<file path="src/rtl/detect_count_disp.sv">
`default_nettype none
// ============================================================================
//  Module   : detect_count_disp
//  Purpose  : Counts step cycles on which the pattern detector output is high
//             into a 4-digit BCD total and drives that total onto a 4-digit
//             multiplexed, active-low 7-segment display.
//  Revision : 1.0  - initial release
// ----------------------------------------------------------------------------
//  Parameters
//    SCAN_DIV  board-clock cycles per digit refresh slot (2 .. 2^20)
//  Ports
//    clki      in   board clock, all state on the rising edge
//    rst       in   asynchronous active-high reset
//    clko      in   slow step clock, asynchronous to clki
//    z         in   detector output, changes on clko rising edges
//    clr       in   synchronous clear of count and overflow flag
//    disp[7:0] out  segments, active-low, [0]=a .. [6]=g, [7]=dp
//    an[3:0]   out  digit enables, active-low one-hot, [0] = LS digit
//    bcd[15:0] out  current count, four BCD nibbles, [3:0] = LS digit
//    ovf       out  sticky wrap flag (9999 -> 0000)
//  Build options
//    DISP_LZB_EN  when defined, leading zeros on digits 3..1 are blanked
// ============================================================================
module detect_count_disp #(
    parameter int SCAN_DIV = 50000
) (
    input  logic        clki,
    input  logic        rst,
    input  logic        clko,
    input  logic        z,
    input  logic        clr,
    output logic [7:0]  disp,
    output logic [3:0]  an,
    output logic [15:0] bcd,
    output logic        ovf
);

    localparam int            CW          = (SCAN_DIV > 1) ? $clog2(SCAN_DIV) : 1;
    localparam logic [CW-1:0] c_SCAN_LAST = CW'(SCAN_DIV - 1);
    localparam logic [7:0]    c_SEG_OFF   = 8'hFF;

    // ------------------------------------------------------------------------
    // Input synchronisers. r_c3 keeps the previous synchronised clko so the
    // falling edge can be detected; z is sampled mid-period on that edge.
    // ------------------------------------------------------------------------
    logic r_c1, r_c2, r_c3;
    logic r_z1, r_z2;

    always_ff @(posedge clki or posedge rst) begin
        if (rst) begin
            r_c1 <= 1'b0;
            r_c2 <= 1'b0;
            r_c3 <= 1'b0;
            r_z1 <= 1'b0;
            r_z2 <= 1'b0;
        end else begin
            r_c1 <= clko;
            r_c2 <= r_c1;
            r_c3 <= r_c2;
            r_z1 <= z;
            r_z2 <= r_z1;
        end
    end

    logic w_step;
    logic w_inc;

    assign w_step = r_c3 & ~r_c2;
    assign w_inc  = w_step & r_z2;

    // ------------------------------------------------------------------------
    // BCD increment: ripple the carry through the four digits. A carry that
    // survives past digit 3 means the count wrapped 9999 -> 0000.
    // ------------------------------------------------------------------------
    logic [15:0] r_bcd;
    logic        r_ovf;
    logic [15:0] w_inc_bcd;
    logic        w_carry;

    always_comb begin
        w_carry   = 1'b1;
        w_inc_bcd = r_bcd;
        for (int i = 0; i < 4; i++) begin
            if (w_carry) begin
                if (r_bcd[4*i +: 4] == 4'd9) begin
                    w_inc_bcd[4*i +: 4] = 4'd0;
                end else begin
                    w_inc_bcd[4*i +: 4] = r_bcd[4*i +: 4] + 4'd1;
                    w_carry             = 1'b0;
                end
            end
        end
    end

    // Clear has priority over a coincident increment.
    always_ff @(posedge clki or posedge rst) begin
        if (rst) begin
            r_bcd <= 16'h0000;
            r_ovf <= 1'b0;
        end else if (clr) begin
            r_bcd <= 16'h0000;
            r_ovf <= 1'b0;
        end else if (w_inc) begin
            r_bcd <= w_inc_bcd;
            if (w_carry) begin
                r_ovf <= 1'b1;
            end
        end
    end

    assign bcd = r_bcd;
    assign ovf = r_ovf;

    // ------------------------------------------------------------------------
    // Segment encoding, active-low, dp always off.
    // ------------------------------------------------------------------------
    function automatic logic [7:0] seg_enc(input logic [3:0] d);
        logic [7:0] s;
        case (d)
            4'd0:    s = 8'hC0;
            4'd1:    s = 8'hF9;
            4'd2:    s = 8'hA4;
            4'd3:    s = 8'hB0;
            4'd4:    s = 8'h99;
            4'd5:    s = 8'h92;
            4'd6:    s = 8'h82;
            4'd7:    s = 8'hF8;
            4'd8:    s = 8'h80;
            4'd9:    s = 8'h90;
            default: s = c_SEG_OFF;
        endcase
        return s;
    endfunction

    logic [7:0] w_seg [4];

    genvar gi;
    for (gi = 0; gi < 4; gi++) begin : g_digit
`ifdef DISP_LZB_EN
        // A digit is blank while it and every more-significant digit are
        // zero; the least significant digit always shows.
        logic w_blank;
        assign w_blank    = (gi != 0) && (r_bcd[15:4*gi] == '0);
        assign w_seg[gi]  = w_blank ? c_SEG_OFF : seg_enc(r_bcd[4*gi +: 4]);
`else
        assign w_seg[gi]  = seg_enc(r_bcd[4*gi +: 4]);
`endif
    end

    // ------------------------------------------------------------------------
    // Refresh scan. The display flops load the index the scan is moving to,
    // so each digit is enabled for exactly SCAN_DIV cycles, and the segment
    // pattern is reloaded every cycle so count changes show one edge later.
    // ------------------------------------------------------------------------
    logic [CW-1:0] r_scan;
    logic [1:0]    r_idx;
    logic [3:0]    r_an;
    logic [7:0]    r_disp;
    logic          w_scan_last;
    logic [1:0]    w_next_idx;

    assign w_scan_last = (r_scan == c_SCAN_LAST);
    assign w_next_idx  = w_scan_last ? (r_idx + 2'd1) : r_idx;

    always_ff @(posedge clki or posedge rst) begin
        if (rst) begin
            r_scan <= '0;
            r_idx  <= 2'd0;
            r_an   <= 4'b1110;
            r_disp <= 8'hC0;
        end else begin
            r_scan <= w_scan_last ? '0 : (r_scan + CW'(1));
            r_idx  <= w_next_idx;
            r_an   <= ~(4'b0001 << w_next_idx);
            r_disp <= w_seg[w_next_idx];
        end
    end

    assign an   = r_an;
    assign disp = r_disp;

endmodule
`default_nettype wire

</file>
<file path="config.mk">
export PLATFORM = sky130hd
export DESIGN_NAME = detect_count_disp
export DESIGN_NICKNAME = d
export VERILOG_FILES = /design/src/rtl/detect_count_disp.sv
export SDC_FILE = /design/constraint.sdc
export NUM_CORES = 1
export LEC_CHECK = 0
export CORE_MARGIN = 8
export CORE_UTILIZATION = 45
export CTS_BUF_LIST = sky130_fd_sc_hd__clkbuf_4
export DETAILED_ROUTE_END_ITERATION = 12
export GPL_TIMING_DRIVEN = 1
export PLACE_DENSITY = 0.65
export SYNTH_ARGS = -nofsm -noshare
export SYNTH_HDL_FRONTEND = slang
export SYNTH_SLANG_ARGS = --single-unit
export TNS_END_PERCENT = 100
</file>
<file path="constraint.sdc">
create_clock -name clki -period 5.1 [get_ports clki]
set_input_delay 0.51 -clock clki [delete_from_list [all_inputs] [get_ports clki]]
set_output_delay 0.51 -clock clki [all_outputs]
set_load 0.02 [all_outputs]
</file>
Yosys cells after proc, flatten, opt, wreduce, memory -nomap -nowiden --
Memories as Yosys holds them, arrays and structs flattened. Cells that the tools add are included.
Operators by class: $add $sub $neg 6, $mul 0, divide/modulo/power cells 0, order comparisons 1, equal/unequal tests 5, shift operators 1, muxes and demuxes 24, bitwise gates (word level) 5, reduce and logical (&&, ||, !) cells 9
Operator list (number):
- two-way mux 16 bit | 3
- two-way mux 4 bit | 7
- adder 16 x 1 -> 16 bit, second input constant | 1
- adder 4 x 1 -> 4 bit, second input constant | 4
- binary-select mux 8 bit (select 2 bit) | 1
- == test 16 bit, second input constant | 1
- == test 4 bit, second input constant | 4
- two-way mux 8 bit | 2
- two-way mux 1 bit | 10
- nonzero test 2 bit | 5
- AND reduction 2 bit | 4
- NOT 4 bit | 1
- << shifter 1 x 2 -> 4 bit, first input constant | 1
- >= comparator 3 bit, second input constant | 1
- NOT 2 -> 3 bit | 1
- adder 2 x 1 -> 2 bit, second input constant | 1
- bitwise AND 1 bit | 2
- two-way mux 2 bit | 1
- NOT 1 bit | 1
Storage, ports and cells: register bits 52, latch bits 0, bits in writable memories 0, memory bits (read-only) 448, input port bits 5, output and inout port bits 29, logic and storage cells 69, memories kept 4
Memory list:
- (no name shown) | depth 16, width 7, read ports 1, clocked after Yosys merged registers in 0, write ports 0, RTL line 119 | case (d)
- (no name shown) | depth 16, width 7, read ports 1, clocked after Yosys merged registers in 0, write ports 0, RTL line 119
- (no name shown) | depth 16, width 7, read ports 1, clocked after Yosys merged registers in 0, write ports 0, RTL line 119
- (no name shown) | depth 16, width 7, read ports 1, clocked after Yosys merged registers in 0, write ports 0, RTL line 119

Longest topological paths before layout --
depth in word-level cells 8, mapped depth 9, depth with buffers taken out 8

Worst setup path after synthesis --
OpenSTA, ideal clock, no wires.
kind reg2reg, start register r_bcd[8] (netlist: bcd[8]), end register r_disp[5] (netlist: disp[5]), setup time 131 ps, arrival 1834 ps, required time 4969 ps, slack 3134 ps, cell stages (with the launch flop) 9, path buffers 0, period minus slack after synthesis 1966 ps, cells stage by stage dfrtp_1 > inv_1 > ha_1 > or2b_2 > a21oi_1 > nor3_2 > a21oi_2 > o22ai_1 > or3_1
On the way: word-level cells in the longest chain between the ends 4
Ends and longest elaborated chain:
- start: declaration | RTL line 75 | logic [15:0] r_bcd;
- start signal: assignment | RTL line 104 | r_bcd <= w_inc_bcd;
- memory (16 x 7 bit)
- binary-select mux 8 bit (select 2 bit) | RTL line 175 | r_disp <= w_seg[w_next_idx];
- two-way mux 8 bit (not written as such) (2 in series) | RTL line 175
- end signal: assignment | RTL line 175
- end: declaration | RTL line 158 | logic [7:0] r_disp;
No other way between the ends. The select of a mux whose other input is x is not followed. A chain may end at the register's enable or synchronous reset.

Worst setup path in the final report --
start register r_scan[4], end register r_disp[5] (netlist: disp[5])
On the way: word-level cells in the longest chain between the ends 6
Ends and longest elaborated chain:
- start: declaration | RTL line 155 | logic [CW-1:0] r_scan;
- start signal: assignment | RTL line 172 | r_scan <= w_scan_last ? '0 : (r_scan + CW'(1));
- == test 16 bit | RTL line 162 | assign w_scan_last = (r_scan == c_SCAN_LAST);
- two-way mux 2 bit | RTL line 163 | assign w_next_idx = w_scan_last ? (r_idx + 2'd1) : r_idx;
- NOT 2 -> 3 bit (not written as such) | RTL line 175
- binary-select mux 8 bit (select 2 bit) | RTL line 175
- two-way mux 8 bit (not written as such) (2 in series) | RTL line 175
No other way between the ends. The select of a mux whose other input is x is not followed.

==> out/qor.yml <==
clocking:
  cts-root-buf: "clkbuf_4"
  htreeDepth: 2
  cts_hold_buffers: 0
  cts_setup_buffers: 0
  clk_pin_slew_worst_paths_ps: 170
  insertion_delay_ps: 390
  cts_buffer_depth: 2
  cts_buffers: 5
  cts_tree: "built"
  post_cts_resized: 0
  clock_sinks: 51
synthesis:
  synth_area_per_cell_sq_um: 8.991
  synth_cell_types: 58
  synth_edf_count: 0
  synth_seq_cells: 51
  syn_inst: 376
  syn_area_sq_um: 3381
  ys.flop_type: "dfrtp_1"
  ys_warn_count: 0
  synthArstFlopShare_pct: 100.0
  synth_nets: 402
  ys_seq_area_share_pct: 37.90
floorplanning:
  fp.dieH_um: 102.7
  design.core.area_sq_um: 7253
  ios: 34
  die_x_um: 102.7
  fp-row-count: 31
  initial_core_util_pct: 46.61
  fp.dieArea_sq_um: 10540
critical_path:
  end_kind: "flip-flop"
  slowest_delay_ps: 570
  path_delay_family: "simple AND/OR/NAND/NOR gates"
  crit_path_top_delay_cell: "or4_4"
  arrival_ps: 2640
  path_class: "reg2reg"
  crit_required_ps: 5390
  path_cells: "or4_4 > nor4_4 > buf_4 > nor3_2 > a21oi_2 > o22ai_1 > or3_1"
  cp.buffers_inverters: 1
  cp_max_fo: 21
  cp-start-kind: "flip-flop"
power:
  p_int_mw: 0.5371
  sw_frac_of_total_pct: 25.31
  ir_drop_v: 0.00008960
  leakagePower_nw: 1.598
  power.switching_mw: 0.1820
  power.density_nw_per_um2: 188.7
  clockPowerShare_pct: 34.0
  share_comb_of_total_power_pct: 7.9
  pwr-share-seq_pct: 58.1
routing:
  num_vias: 2671
  drt_iter0_drc: 84
  drc: 0
  antenna_left: 0
  firstDrtPassIters: 4
  via_per_inst: 5.374
  wl_per_cell_um: 15.06
  routed_wl_mm: 7.487
sta:
  setup_violations: 0
  fmax_mhz: 424.7
  hold_viol: 0
  period_share_pct: 46.17
  slew_violations: 0
  finClkSkew_ps: 22.03
  tns_ps: 0
  min_period_ps: 2355
  slew_headroom_pct: 29.98
  tightestPinTransition_ps: 1049
  rsz0062_at_grt: "no"
cells_and_area:
  areaGrowthSynthToFinish_pct: 12.73
  mostFrequentLayoutCells: "47 x dfrtp_1, 36 x nand2_1, 35 x nor2_1"
  fillers: 697
  drive_above_1_share_pct: 7.053
  multi_input_area_sq_um: 1939
  layout.nets: 422
  final_core_util_pct: 52.54
  seq_area_sq_um: 1281
  final_common_cell: "dfrtp_1"
global_routing:
  grt_pass1_vias: 2489
  gr-total-overflow: 0
  gr-usage-all-layers_pct: 15.22
  antenna_found_initial: 1
  grt_first_pass_wirelength_mm: 12.67
  grt_max_degree: 52
run:
  maxCapViolCount: 0
run_status:
  status: "complete, no violations"
placed_design:
  gp_congestion: 0.8514
  port_buffers: 32
  dpl.hpwl_mm: 5.496
hold_path:
  min_path_type: "reg2reg"
-- power groups by stage --
stage	registers, mW	clock network [mW]	logic, mW
after global routing	0.420	0.275	0.0636
after CTS	0.418	0.253	0.0579
after detailed placement	0.426	0	0.0577
after global placement	0.426	0	0.0573
final	0.418	0.244	0.0567
after floorplan	0.426	0	0.0356
-- state kept, by name, indices dropped and copies added, names as in the netlist --
name,cells
r_c3,1
r_c1,1
bcd,16
disp,7
r_z2,1
ovf,1
r_scan,16
r_z1,1
r_idx,2
r_c2,1
an,4
-- worst paths after layout --
path / start / to / slack [ps] / depth (start not counted)
setup / recovery: r_scan[4]$_DFF_PP0_ / disp[5]$_DFF_PP0_ / 2750 / 7
hold / removal: r_z1$_DFF_PP0_ / r_z2$_DFF_PP0_ / 370 / 0
setup reg to reg: r_scan[4]$_DFF_PP0_ / disp[5]$_DFF_PP0_ / 2750 / 7
hold reg to reg: r_z1$_DFF_PP0_ / r_z2$_DFF_PP0_ / 370 / 0
max in group asynchronous: rst / r_scan[8]$_DFF_PP0_ / 3770 / 2
min in group asynchronous: rst / r_scan[10]$_DFF_PP0_ / 680 / 2
-- area by class of cell --
type	count	area share (%)
multi-input cells	291	50.89
flip-flops and latches	51	33.62
repair buffers	33	8.601
well taps	99	3.250
inverters	14	1.379
clock inverters	3	1.215
clock buffers	5	0.9849
diodes	1	0.06566
-- through the flow --
| step | area, sq um | hold WS (ps) | cells | total power, mW | setup WS, ps |
|---|---|---|---|---|---|
| floorplan | 3381 | 331.2 | 376 | 0.4621 | 3134 |
| global placement | 3725 | 334.1 | 488 | 0.4829 | 2829 |
| detailed placement | 3725 | 338.9 | 488 | 0.4835 | 2781 |
| CTS | 3809 | 372.9 | 496 | 0.7286 | 2757 |
| global route | 3811 | 377.7 | 497 | 0.7584 | 2544 |
| finish | 3811 | 367.7 | 497 | 0.7191 | 2745 |
-- cell families after synthesis --
kind of cell,after synthesis,synth area share (%)
AO/OA/AOI/OAI,84,15.21
flip-flops,51,37.90
AND/OR/NAND/NOR,156,25.72
other,1,0.1109
adder cells (fa/ha/maj),21,7.772
buffers and inverters,34,4.737
XOR/XNOR,17,4.960
multiplexers,12,3.590
-- Yosys cell counts (all sizes together) (3+ instances only) --
cell,number,area (sq um)
xor2,9,78.83
ha,21,262.8
nand2b,13,81.33
and3b,3,26.28
nor3,15,80.08
nor2,35,131.4
dfrtp,47,1176
o21a,5,37.54
xnor2,8,88.84
o21ai,22,110.1
nand3,15,75.07
a21oi,27,138.9
o211ai,3,22.52
clkbuf,12,45.04
nor2b,7,43.79
nand4,6,52.55
nand2,36,135.1
nand3b,5,37.54
dfstp,4,105.1
a31oi,5,31.28
nor3b,3,22.52
o21bai,4,30.03
mux2i,11,110.1
nor4,3,33.78
a211oi,4,30.03
buf,8,62.56
inv,14,52.55
-- routing by layer --
metal	track usage [%]	wire, um
met5	0	0
met4	5.418	119
met3	2.633	283
met2	22.68	3344
met1	21.49	3740
-- worst register-to-register path: stages (launching register included) --
cell and delay [ps]:
dfrtp_1 470, or4_4 570, nor4_4 230, buf_4 320, nor3_2 100, a21oi_2 130
o22ai_1 80, or3_1 350
(Power assumes the default switching activity.)
==> edit, RTL diff (same settings) <==
Add a define of `DISP_LZB_EN`.
--- a/src/rtl/detect_count_disp.sv
+++ b/src/rtl/detect_count_disp.sv
@@ -21,6 +21,8 @@
 //  Build options
 //    DISP_LZB_EN  when defined, leading zeros on digits 3..1 are blanked
 // ============================================================================
+`define DISP_LZB_EN
+
 module detect_count_disp #(
     parameter int SCAN_DIV = 50000
 ) (
Behaviour: same outputs for any inputs over 10 cycles, from zero or initial values and one cycle with rst high; that may be too few to reach the edited logic, so the function may still have changed.
==> edit against the original RTL <==
Count of clock-buffer cells in the layout increased by 2. Combinational power is 33% higher. Sequential share of layout area up 0.56 points. Worst hold slack better by 8.0 ps. Die area decreased by 2.1%. Setup slack worse by 750 ps. Wire length increased by 1.9%. Synthesized area is 2.4% lower. Cell area down 1.6%. Power is 2.0% higher. Sequential cell count did not move. Non-clock buffer count increased by 1. Critical path type unchanged.
==> edit: results (changes against the original RTL) <==
* Worst skew pair latency at 370 ps (-20 ps)
* Sequential Power at 0.000419 W (about the same)
* Met3 Use GR at 0.0296 (+0.00322)
* Post-synthesis sequential area ratio at 0.388 (+0.00949)
* Synth top area cells: dfrtp_1, ha_1, nor2_1, o21ai_0, dfstp_2
* Cell variety after synth at 59 (+1.7%)
* Reg2reg start: bcd[12]
* Data buffer area share at 0.0895 (+0.00344)
* Hold WS at 376 ps (+7.96 ps)
* Total track usage at 0.161 (+0.00827)
* Initial antenna violation count at 0 (-1)
* First-pass GRT wire length at 13.4 mm (+5.6%)
* Slowest-stage cell, CP: nor4bb_1
* HPWL Detailed at 5.63 mm (+2.4%)
* Overall routed net length at 7.63 mm (+1.9%)
* Clock Power at 0.000239 W (-2%)
* Final net count at 425 (+0.71%)
* Filler cells at 686 (-1.6%)
* R2R Setup Slk at 2000 ps (-750 ps)
* Hold path start: r_c1
* Post-Place Setup Slack at 2130 ps (-652 ps)
* Met3 Wirelength at 305 µm (+7.8%)
* Headroom to the max-slew limit at 0.237 (-0.0624)
* P per Cell Area at 196 nW/µm² (+3.7%)
* Met1 Usage GRT at 0.220 (+0.00461)
* Vias in the first global route at 2,711 (+8.9%)
* Max VDD drop at 0.119 mV (+32%)
* Seq/total area at 0.342 (+0.00561)
* Psw at 0.000177 W (-2.9%)
* Post-Syn Instances at 380 (+1.1%)
* Max Fclk at 322 MHz (-24%)
* GPL Wtd Cong at 0.873 (+2.5%)
* CP peak stage delay at 990 ps (+420 ps)
* GR met2 Demand/Resource at 0.255 (+0.0278)
* Wirelength per Cell at 15.3 µm (+1.5%)
* Multi-In Gates at 293 (+0.69%)
* Top cells by count, synth: dfrtp_1, nor2_1, nand2_1
* Buffers excl. clock at 34 (+3.0%)
* Worst-path clk slew at 140 ps (-30 ps)
* Multi-input combinational area share at 0.500 (-0.00920)
* Dpl cells at 491 (+0.61%)
* Crit path max fanout at 8 (-62%)
* Syn_nets at 406 (+1.0%)
* Initial DRC count at 188 (+120%)
* Clkbuf count at 7 (+2)
* Status: finished, final reports clean
edit: cell types whose count changed in the layout (fill, tap and decap cells not counted), sizes merged, moves of 4 or more:
cell	delta
nor2	+8
nor4	+7
o21ai	+4
a21oi	-9
o21bai	-4
nand2	-8
o221ai	+5
a31oi	+5
mux2i	-9
and3	+4
o21a	-5
edit: kinds of logic (layout without fill, tap and decap cells):
| family | count (synthesis) | after routing | share of synthesized area |
|---|---|---|---|
| muxes | 4 | 4 | 0.0129 |
| and+or+nand+nor | 166 | 166 | 0.266 |
| DFF | 51 | 51 | 0.388 |
| AOI/OAI and AO/OA | 85 | 85 | 0.164 |
| xor gates and xnor gates | 16 | 16 | 0.0425 |
| buffers and inverters | 36 | 56 | 0.0455 |
| other | 1 | 1 | 0.00114 |
| adders and majority gates | 21 | 21 | 0.0797 |
edit: critical path: cells and delay by family (launching register included):
kind,cells,cell delay (ps)
AOI/OAI and AO/OA,4,1080
DFF,1,500
and+or+nand+nor,1,990
buffers and inverters,1,140
adders and majority gates,1,310
